`src/rtl/adc733_pkg.sv`:
```
// rtl/adc733_pkg.sv - shared widths, defaults and FSM states for the AD733 frame buffer
package adc733_pkg;

    localparam int ADC_NCH = 6;
    localparam int ADC_DW  = 16;
    localparam int CH_W    = 3;
    localparam int FCNT_W  = 16;

    typedef enum logic [1:0] {
        HUNT,
        COLLECT,
        DROP
    } fb_state_t;

endpackage

```
`src/rtl/adc733_commit_fifo.sv`:
```
// rtl/adc733_commit_fifo.sv - {ch, data} FIFO whose read side only sees committed entries
module adc733_commit_fifo #(
    parameter int DW    = 16,
    parameter int CHW   = 3,
    parameter int DEPTH = 32,
    localparam int AW   = $clog2(DEPTH),
    localparam int PW   = AW + 1
) (
    input  logic           clk,
    input  logic           rst,
    input  logic           wr_en,
    input  logic [CHW-1:0] wr_ch,
    input  logic [DW-1:0]  wr_data,
    input  logic           commit,
    input  logic           rollback,
    input  logic           pop,
    output logic           rd_valid,
    output logic [CHW-1:0] rd_ch,
    output logic [DW-1:0]  rd_data,
    output logic [PW-1:0]  occupancy
);

    logic [CHW+DW-1:0] mem [DEPTH];
    logic [PW-1:0]     wptr;
    logic [PW-1:0]     cwptr;
    logic [PW-1:0]     rptr;
    logic [PW-1:0]     wbase;
    logic [PW-1:0]     wnext;

    // A rollback and a write in the same cycle restart the frame at the committed pointer.
    assign wbase = rollback ? cwptr : wptr;
    assign wnext = wbase + PW'(wr_en);

    always_ff @(posedge clk) begin
        if (rst) begin
            wptr  <= '0;
            cwptr <= '0;
            rptr  <= '0;
        end else begin
            wptr <= wnext;
            if (commit) begin
                cwptr <= wnext;
            end
            if (pop && rd_valid) begin
                rptr <= rptr + 1'b1;
            end
        end
    end

    always_ff @(posedge clk) begin
        if (wr_en) begin
            mem[wbase[AW-1:0]] <= {wr_ch, wr_data};
        end
    end

    assign rd_valid         = (rptr != cwptr);
    assign {rd_ch, rd_data} = mem[rptr[AW-1:0]];
    assign occupancy        = cwptr - rptr;

endmodule

```
`src/rtl/adc733_frame_buf.sv`:
```
// rtl/adc733_frame_buf.sv - frame-aligning buffer committing only complete channel frames
module adc733_frame_buf
    import adc733_pkg::*;
#(
    parameter int NCH   = ADC_NCH,
    parameter int DW    = ADC_DW,
    parameter int DEPTH = 32
) (
    input  logic              clk,
    input  logic              rst,
    input  logic              sync,
    input  logic              s_valid,
    input  logic [CH_W-1:0]   s_ch,
    input  logic [DW-1:0]     s_data,
    output logic              m_valid,
    input  logic              m_ready,
    output logic [DW-1:0]     m_data,
    output logic [CH_W-1:0]   m_ch,
    output logic              m_sof,
    output logic [FCNT_W-1:0] frame_cnt,
    output logic              overflow,
    output logic              seq_err,
    input  logic              clr_err
);

    localparam int              PW        = $clog2(DEPTH) + 1;
    localparam logic [CH_W-1:0] LAST_CH   = CH_W'(NCH - 1);
    localparam logic [PW-1:0]   SPACE_MAX = PW'(DEPTH - NCH);

    fb_state_t       state;
    fb_state_t       state_nxt;
    logic [CH_W-1:0] exp_ch;
    logic [CH_W-1:0] exp_ch_nxt;
    logic            wr_en;
    logic            commit;
    logic            rollback;
    logic            restart;
    logic            frame_done;
    logic            set_ovf;
    logic            set_seq;
    logic            has_space;
    logic [PW-1:0]   occupancy;

    // Occupancy counts committed entries only, so an in-flight pop never frees space early.
    assign has_space = (occupancy <= SPACE_MAX);

    always_comb begin
        state_nxt  = state;
        exp_ch_nxt = exp_ch;
        wr_en      = 1'b0;
        commit     = 1'b0;
        rollback   = 1'b0;
        restart    = 1'b0;
        frame_done = 1'b0;
        set_ovf    = 1'b0;
        set_seq    = 1'b0;
        if (sync) begin
            rollback  = 1'b1;
            state_nxt = HUNT;
        end else if (s_valid) begin
            if (state == COLLECT) begin
                if (s_ch == exp_ch) begin
                    wr_en = 1'b1;
                    if (exp_ch == LAST_CH) begin
                        commit     = 1'b1;
                        frame_done = 1'b1;
                        state_nxt  = HUNT;
                    end else begin
                        exp_ch_nxt = exp_ch + 1'b1;
                    end
                end else begin
                    set_seq   = 1'b1;
                    rollback  = 1'b1;
                    state_nxt = HUNT;
                    restart   = (s_ch == '0);
                end
            end else begin
                restart = (s_ch == '0);
            end
            if (restart) begin
                if (has_space) begin
                    wr_en = 1'b1;
                    if (NCH == 1) begin
                        commit     = 1'b1;
                        frame_done = 1'b1;
                        state_nxt  = HUNT;
                    end else begin
                        state_nxt  = COLLECT;
                        exp_ch_nxt = CH_W'(1);
                    end
                end else begin
                    set_ovf   = 1'b1;
                    state_nxt = DROP;
                end
            end
        end
    end

    always_ff @(posedge clk) begin
        if (rst) begin
            state     <= HUNT;
            exp_ch    <= '0;
            frame_cnt <= '0;
            overflow  <= 1'b0;
            seq_err   <= 1'b0;
        end else begin
            state  <= state_nxt;
            exp_ch <= exp_ch_nxt;
            if (sync) begin
                frame_cnt <= '0;
            end else if (frame_done) begin
                frame_cnt <= frame_cnt + 1'b1;
            end
            if (set_ovf) begin
                overflow <= 1'b1;
            end else if (clr_err) begin
                overflow <= 1'b0;
            end
            if (set_seq) begin
                seq_err <= 1'b1;
            end else if (clr_err) begin
                seq_err <= 1'b0;
            end
        end
    end

    adc733_commit_fifo #(
        .DW    (DW),
        .CHW   (CH_W),
        .DEPTH (DEPTH)
    ) u_fifo (
        .clk       (clk),
        .rst       (rst),
        .wr_en     (wr_en),
        .wr_ch     (s_ch),
        .wr_data   (s_data),
        .commit    (commit),
        .rollback  (rollback),
        .pop       (m_ready),
        .rd_valid  (m_valid),
        .rd_ch     (m_ch),
        .rd_data   (m_data),
        .occupancy (occupancy)
    );

    assign m_sof = m_valid && (m_ch == '0);

endmodule

```
`config.mk`:
```
export PLATFORM = sky130hd
export DESIGN_NAME = adc733_frame_buf
export DESIGN_NICKNAME = d
export VERILOG_FILES = /design/src/rtl/adc733_pkg.sv /design/src/rtl/adc733_commit_fifo.sv /design/src/rtl/adc733_frame_buf.sv
export SDC_FILE = /design/constraint.sdc
export NUM_CORES = 1
export LEC_CHECK = 0
export ABC_AREA = 1
export CORE_MARGIN = 2
export CORE_UTILIZATION = 28
export CTS_CLUSTER_DIAMETER = 30
export DETAILED_ROUTE_END_ITERATION = 6
export PLACE_DENSITY = 0.52
export SLEW_MARGIN = 20
export SYNTH_ARGS = -nofsm -noshare
export SYNTH_HDL_FRONTEND = slang
export SYNTH_SLANG_ARGS = --single-unit
```
`constraint.sdc`:
```
create_clock -name clk -period 4 [get_ports clk]
set_input_delay 0.8 -clock clk [delete_from_list [all_inputs] [get_ports clk]]
set_output_delay 0.8 -clock clk [all_outputs]
set_load 0.1 [all_outputs]
```
==> impl_metrics.py, run 1 <==
metrics = {
    "final_layout": {
        "fin_util_pct": 36.7,
        "diodes": 0,
        "drive_gt1_share_pct": 20.0,
        "nets": 2298,
        "fin_cells": 3622,
        "area_growth_pct": 29.7,
        "design_area_um2": 34200,
        "fillers": 8988,
    },
    "pwr": {
        "p_int_w": 0.0152,
        "total_power_w": 0.0197,
        "switchingPower_w": 0.00442,
        "p_seq_share_pct": 38.2,
        "swShare_pct": 22.5,
        "p_comb_share_pct": 6.0,
        "p_per_area_nw_per_um2": 574,
        "p_leak_nw": 11.6,
        "ir_worst_vdd_mv": 0.434,
        "clkPwrFrac_pct": 55.8,
    },
    "placed_design": {
        "io_buffers": 63,
        "dpl.cell_count": 3368,
        "dp_hpwl_um": 47200,
        "finalWeightedCongestion": 0.838,
        "placed_cell_area_um2": 29300,
        "dp_slack_ns": 0.476,
    },
    "global_route": {
        "grt_pass1_vias": 18000,
        "grt_max_degree": 115,
        "overflow": 0,
        "grt_usage_pct": 16.0,
        "antenna_found_initial": 2,
        "grt_pass1_wl_um": 117000,
    },
    "critical_path": {
        "startpoint_type": "flip-flop",
        "ff2ff_path_depth": 14,
        "critPathMaxFanout": 21,
        "endpoint_kind": "output pin",
        "crit_required_ns": 3.20,
        "r2r_end": "u_fifo.mem[11][3]",
        "worstPathArrival_ns": 3.08,
        "criticalPathCategory": "flip-flop to output pin",
        "regToRegSetupSlack_ns": 0.83,
        "cp-endpoint": "m_data[7]",
        "rr_startpoint": "u_fifo.rptr[0]",
    },
    "die": {
        "initial_core_util_pct": 28.3,
        "die_w_um": 311,
        "core_area_um2": 93300,
        "die_y_um": 311,
        "dieArea_um2": 96700,
        "rows": 112,
        "io-pin-count": 64,
    },
    "run_status": {
        "status": "finished clean",
    },
    "cts": {
        "holdBufCountCts": 0,
        "cts_tree": "built",
        "cts_htree_levels": 4,
        "clk_pin_slew_worst_paths_ns": 0.05,
        "cts_buffer_depth": 3,
        "clkSinkCount": 654,
        "cts_root_buffer": "clkbuf_16",
        "numCtsBuffers": 131,
        "worstSkewPairLatency_ns": 0.70,
    },
    "logic_synthesis": {
        "syn_nets": 2106,
        "ys_ff_latch": 654,
        "synth_area_um2": 26400,
        "syn_inst": 2069,
        "ys.warnings.count": 0,
        "ys_seq_area_share_pct": 72.7,
        "avgSynthCellArea_um2": 12.8,
        "synth.distinct_cells": 46,
    },
    "sta": {
        "finalWorstPathRequiredPeriod_ns": 3.88,
        "setup_viol": 0,
        "finalClockSkew_ns": 0.0254,
        "finalWorstSetupSlack_ns": 0.124,
        "max_slew.worst_pin.slew_ns": 1.02,
        "finalHoldViolCount": 0,
        "period_share_pct": 96.9,
        "max_freq_mhz": 258,
        "relSlewSlack_pct": 31.5,
        "maxSlewViolCount": 0,
    },
    "routing": {
        "wirelength_um": 79900,
        "drt-vias-per-instance": 5.03,
        "final_antenna_net_count": 0,
        "drtPass1Iterations": 5,
        "vias": 18200,
        "drcViolationCount": 0,
        "drtIter0Drc": 1725,
        "wl_per_cell_um": 22.0,
    },
    "flow_run": {
        "drv_cap": 0,
    },
    "min_path": {
        "min-delay-path-class": "flip-flop to flip-flop",
    },
}
area by class of cell:
class / count / area (um^2) / share of cell area [%]
inverters: 72 / 288 / 0.841
repair inverters: 1 / 8.76 / 0.0256
flip-flops and latches: 654 / 19200 / 56.1
clock inverters: 89 / 1050 / 3.07
repair buffers: 189 / 2150 / 6.29
well taps: 1254 / 1570 / 4.58
clock buffers: 151 / 3440 / 10.0
multi-input cells: 1212 / 6540 / 19.1
how the worst min path moves through the flow:
stage | startpoint | end | slack [ns] | depth (start not counted)
after detailed placement | overflow | overflow | 0.47 | 2
after global routing | frame_cnt[10] | frame_cnt[10] | 0.52 | 2
after floorplan | u_fifo.cwptr[0] | u_fifo.cwptr[0] | 0.47 | 2
final | overflow | overflow | 0.48 | 2
after global placement | overflow | overflow | 0.47 | 2
after CTS | overflow | overflow | 0.48 | 2
metal layers:
layer,track usage [%],part of all wire [%]
met1,22.2,45
met4,5.46,2.2
met2,25.0,47
met3,3.07,6.5
met5,0,0.016
cell families after synthesis:
family          Yosys count  synth area share [%]
flops                   654                  72.7
buf+inv                 203                  3.46
fa+ha+maj                12                 0.597
xor+xnor                  8                 0.294
simple gates            597                  9.79
compound gates          595                  13.2
critical path: stages (launching register included):
cell     delay, ns
dfxtp_4       0.41
inv_12        0.15
buf_16        0.18
buf_6         0.21
nor2_1        0.06
o22ai_1       0.24
nor2_1        0.10
o21ai_2       0.29
nor2_1        0.10
a31oi_2       0.26
buf_4         0.17
buf_12        0.16
registers in the layout, indices dropped and copies added (netlist names), named ones only:
register      cells
overflow          1
exp_ch            3
state             2
u_fifo.wptr       6
u_fifo.rptr       6
u_fifo.mem      608
u_fifo.cwptr      6
seq_err           1
frame_cnt        16
cells in the mapped netlist (all sizes together):
library cell	count	area, um^2
edfxtp	608	18300
a21oi	47	235
nand4	10	129
o21ai	364	1830
nor3	9	56.3
o22ai	53	332
nand3	62	323
clkbuf	66	251
dfxtp	46	921
o221ai	97	850
fa	1	20.0
a31oi	21	131
nand2	92	417
clkinv	4	15.0
ha	11	138
o211ai	3	22.5
o21a	4	30.0
xnor2	7	68.8
a22oi	4	30.0
o21bai	2	15.0
nand3b	2	15.0
xor2	1	8.76
inv	68	260
and3	2	12.5
nor2	419	1620
buf	65	387
nor3b	1	7.51
stage by stage:
step	TNS (ns)	hold slack, ns
floorplan	0	0.471
global placement	0	0.470
detailed placement	0	0.472
CTS	0	0.481
global route	-0.0218	0.519
finish	0	0.478
power groups by stage:
stage / Sequential [W] / Clock [W] / Combinational (W)
detailed placement: 0.00764 / 0 / 0.00110
CTS: 0.00751 / 0.0111 / 0.00114
global route: 0.00751 / 0.0114 / 0.00126
finish: 0.00751 / 0.0110 / 0.00117
floorplan: 0.00763 / 0 / 0.000605
global placement: 0.00764 / 0 / 0.00109
cell usage in the layout, fill, tap and decap left out, types with 20 or more instances in the layout:
master	n
dfxtp_1	43
o22ai_1	51
edfxtp_1	608
o221ai_1	93
nand3_1	57
o21ai_0	338
buf_4	90
clkbuf_16	139
nand2_1	79
nor2_1	380
a21oi_1	47
clkdlybuf4s50_1	27
buf_12	42
clkinv_1	20
inv_1	61
nor2_2	34
timing repair:
item	CTS	global route
gates cloned	1	4
setup buffers	5	4
gates resized for setup	38	19
setup endpoints to repair	17	16
pin swaps	2	4
Note: power is estimated with default switching activity, not from simulation.
==> run 2: changes to the inputs <==
--- a/constraint.sdc
+++ b/constraint.sdc
@@ -3,2 +3,2 @@
 set_output_delay 0.8 -clock clk [all_outputs]
-set_load 0.1 [all_outputs]
+set_load 0.02 [all_outputs]
==> run 2 against run 1 <==
Effect of this change:
- clock-buffer cell count increased by 6
- worst setup slack got worse by 0.010 ns
- clock skew increased by 0.0024 ns
- die area unchanged
- clock power about the same
- cell area decreased by 1.9%
- critical path depth unchanged
- non-clock buffer count decreased by 21
==> impl_metrics.py, run 2 (synthesis gave the netlist of run 1 again) <==
metrics = {
    "sta": {
        "setup_viol": 0,
        "finalClockSkew_ns": 0.0278,
        "finalWorstPathRequiredPeriod_ns": 3.89,
        "finalHoldViolCount": 0,
        "whs_ns": 0.470,
        "period_share_pct": 97.1,
        "max_slew.worst_pin.slew_ns": 1.03,
        "finalWorstSetupSlack_ns": 0.114,
        "max_freq_mhz": 257,
        "maxSlewViolCount": 0,
        "relSlewSlack_pct": 31.0,
        "rsz0062_at_grt": "no",
    },
    "critical_path": {
        "critPathMaxFanout": 31,
        "cp_cell_sequence": "buf_4 -> buf_16 -> buf_6 -> o21ai_0 -> o22ai_1 -> o21ai_0 -> o21ai_1 -> nor2_1 -> a31oi_1 -> buf_4 -> buf_4",
        "cp_top_family": "compound AO/OA/AOI/OAI gates",
        "crit_required_ns": 3.20,
        "worstPathArrival_ns": 3.09,
        "cpPeakStageDelay_ns": 0.40,
        "crit_slowest_cell": "dfxtp_4",
        "criticalPathCategory": "flip-flop to output pin",
        "endpoint_kind": "output pin",
        "crit_buf_inv": 5,
        "crit_top_cell": "buf_4",
        "startpoint_type": "flip-flop",
        "regToRegSetupSlack_ns": 0.98,
    },
    "pwr": {
        "p_comb_share_pct": 4.5,
        "p_leak_nw": 11.4,
        "swShare_pct": 21.0,
        "clkPwrFrac_pct": 56.2,
        "p_seq_share_pct": 39.3,
        "total_power_w": 0.0191,
        "p_int_w": 0.0151,
        "ir_worst_vdd_mv": 0.448,
        "switchingPower_w": 0.00401,
        "p_per_area_nw_per_um2": 569,
    },
    "final_layout": {
        "fin_cells": 3597,
        "fillers": 8998,
        "final_cell_mix": "edfxtp_1 (608), nor2_1 (380), o21ai_0 (346)",
        "nets": 2277,
        "final_common_cell": "edfxtp_1",
        "largest_reg_flops": 608,
        "fin_util_pct": 36.0,
        "regArea_um2": 19200,
        "diodes": 0,
        "drive_gt1_share_pct": 17.2,
        "multi_input_area_um2": 6410,
        "area_growth_pct": 27.3,
    },
    "die": {
        "initial_core_util_pct": 28.3,
        "core_area_um2": 93300,
        "rows": 112,
        "dieArea_um2": 96700,
        "die_y_um": 311,
        "die_w_um": 311,
        "io-pin-count": 64,
    },
    "cts": {
        "cts_htree_levels": 4,
        "clk_pin_slew_worst_paths_ns": 0.04,
        "cts_root_buffer": "clkbuf_16",
        "numCtsBuffers": 131,
        "worstSkewPairLatency_ns": 0.69,
        "clkSinkCount": 654,
        "holdBufCountCts": 0,
        "cts_buffer_depth": 3,
        "cts_tree": "built",
    },
    "global_route": {
        "grt_pass1_vias": 17800,
        "grt_usage_pct": 15.9,
        "grt_max_degree": 78,
        "antenna_found_initial": 1,
        "overflow": 0,
        "grt_pass1_wl_um": 115000,
    },
    "routing": {
        "wirelength_um": 77600,
        "drtIter0Drc": 1779,
        "wl_per_cell_um": 21.6,
        "drt-vias-per-instance": 5.02,
        "drtPass1Iterations": 5,
        "vias": 18100,
        "final_antenna_net_count": 0,
        "drcViolationCount": 0,
    },
    "run_status": {
        "status": "finished clean",
    },
    "placed_design": {
        "dp_hpwl_um": 43000,
        "dp_slack_ns": 0.335,
        "dpl.cell_count": 3353,
        "finalWeightedCongestion": 0.805,
        "io_buffers": 63,
    },
    "flow_run": {
        "drv_cap": 0,
    },
    "min_path": {
        "min-delay-path-class": "flip-flop to flip-flop",
    },
}
## run 2: cell count changes in the layout (fill, tap and decap cells not counted), sizes merged
cell / previous run / this run
clkinv: 48 / 49
clkbuf: 155 / 158
inv: 81 / 72
bufbuf: 0 / 1
bufinv: 19 / 18
buf: 158 / 120
dlymetal6s2s: 0 / 4
clkinvlp: 14 / 13
clkdlybuf4s50: 27 / 35
dlygate4sd2: 0 / 7
## run 2: layer usage
| metal | part of all wire (%) | track usage (%) |
|---|---|---|
| met1 | 44 | 21.6 |
| met2 | 47 | 25.2 |
| met3 | 7.1 | 3.27 |
| met4 | 2.2 | 5.40 |
| met5 | 0.014 | 0 |
## run 2: path summary, 6_finish.rpt
kind	start	endpoint	cells after the start
max	flip-flop	m_data[3]	11
min	overflow	overflow	2
max reg2reg	u_fifo.rptr[0]	u_fifo.mem[11][6]	13
min reg2reg	overflow	overflow	2
## run 2: timing repair
action                                  4_1_cts  5_1_grt
endpoints found under the setup margin       20       12
gates resized for setup                      20       21
hold endpoints to repair                      0        0
gates cloned                                  2        0
setup buffers                                 4        2
## run 2: power by group through the flow
stage / Sequential (W) / Combinational (W) / Clock [W]
3_3_place_gp: 0.00764 / 0.000816 / 0
6_report: 0.00751 / 0.000858 / 0.0107
5_1_grt: 0.00751 / 0.000942 / 0.0112
2_1_floorplan: 0.00763 / 0.000478 / 0
4_1_cts: 0.00752 / 0.000857 / 0.0109
3_5_place_dp: 0.00764 / 0.000832 / 0
## run 2: final cells by class
cell class	count	area share [%]
flip-flops and latches	654	57.1
multi-input cells	1212	19.1
clock buffers	157	10.4
repair buffers	168	5.17
well taps	1254	4.67
clock inverters	79	2.64
inverters	72	0.879
repair inverters	1	0.0261
## run 2: metrics by stage
stage,cell area [um^2],setup TNS [ns]
4_1_cts,33600,-0.265
3_3_place_gp,29100,0
2_1_floorplan,26400,0
6_report,33600,0
5_1_grt,33600,0
3_5_place_dp,29100,0
## run 2: worst reg2reg max path, cell delays in order (launching register included)
cell and delay (ns):
dfxtp_1 0.42, ha_1 0.20, inv_1 0.05, fa_1 0.41, nand3_1 0.11, nand3_1 0.08
nand2_1 0.07, nor2_1 0.04, o211ai_1 0.10, nand2_1 0.14, nand2_4 0.15, nand4_2 0.31
nor2_2 0.21, buf_4 0.36
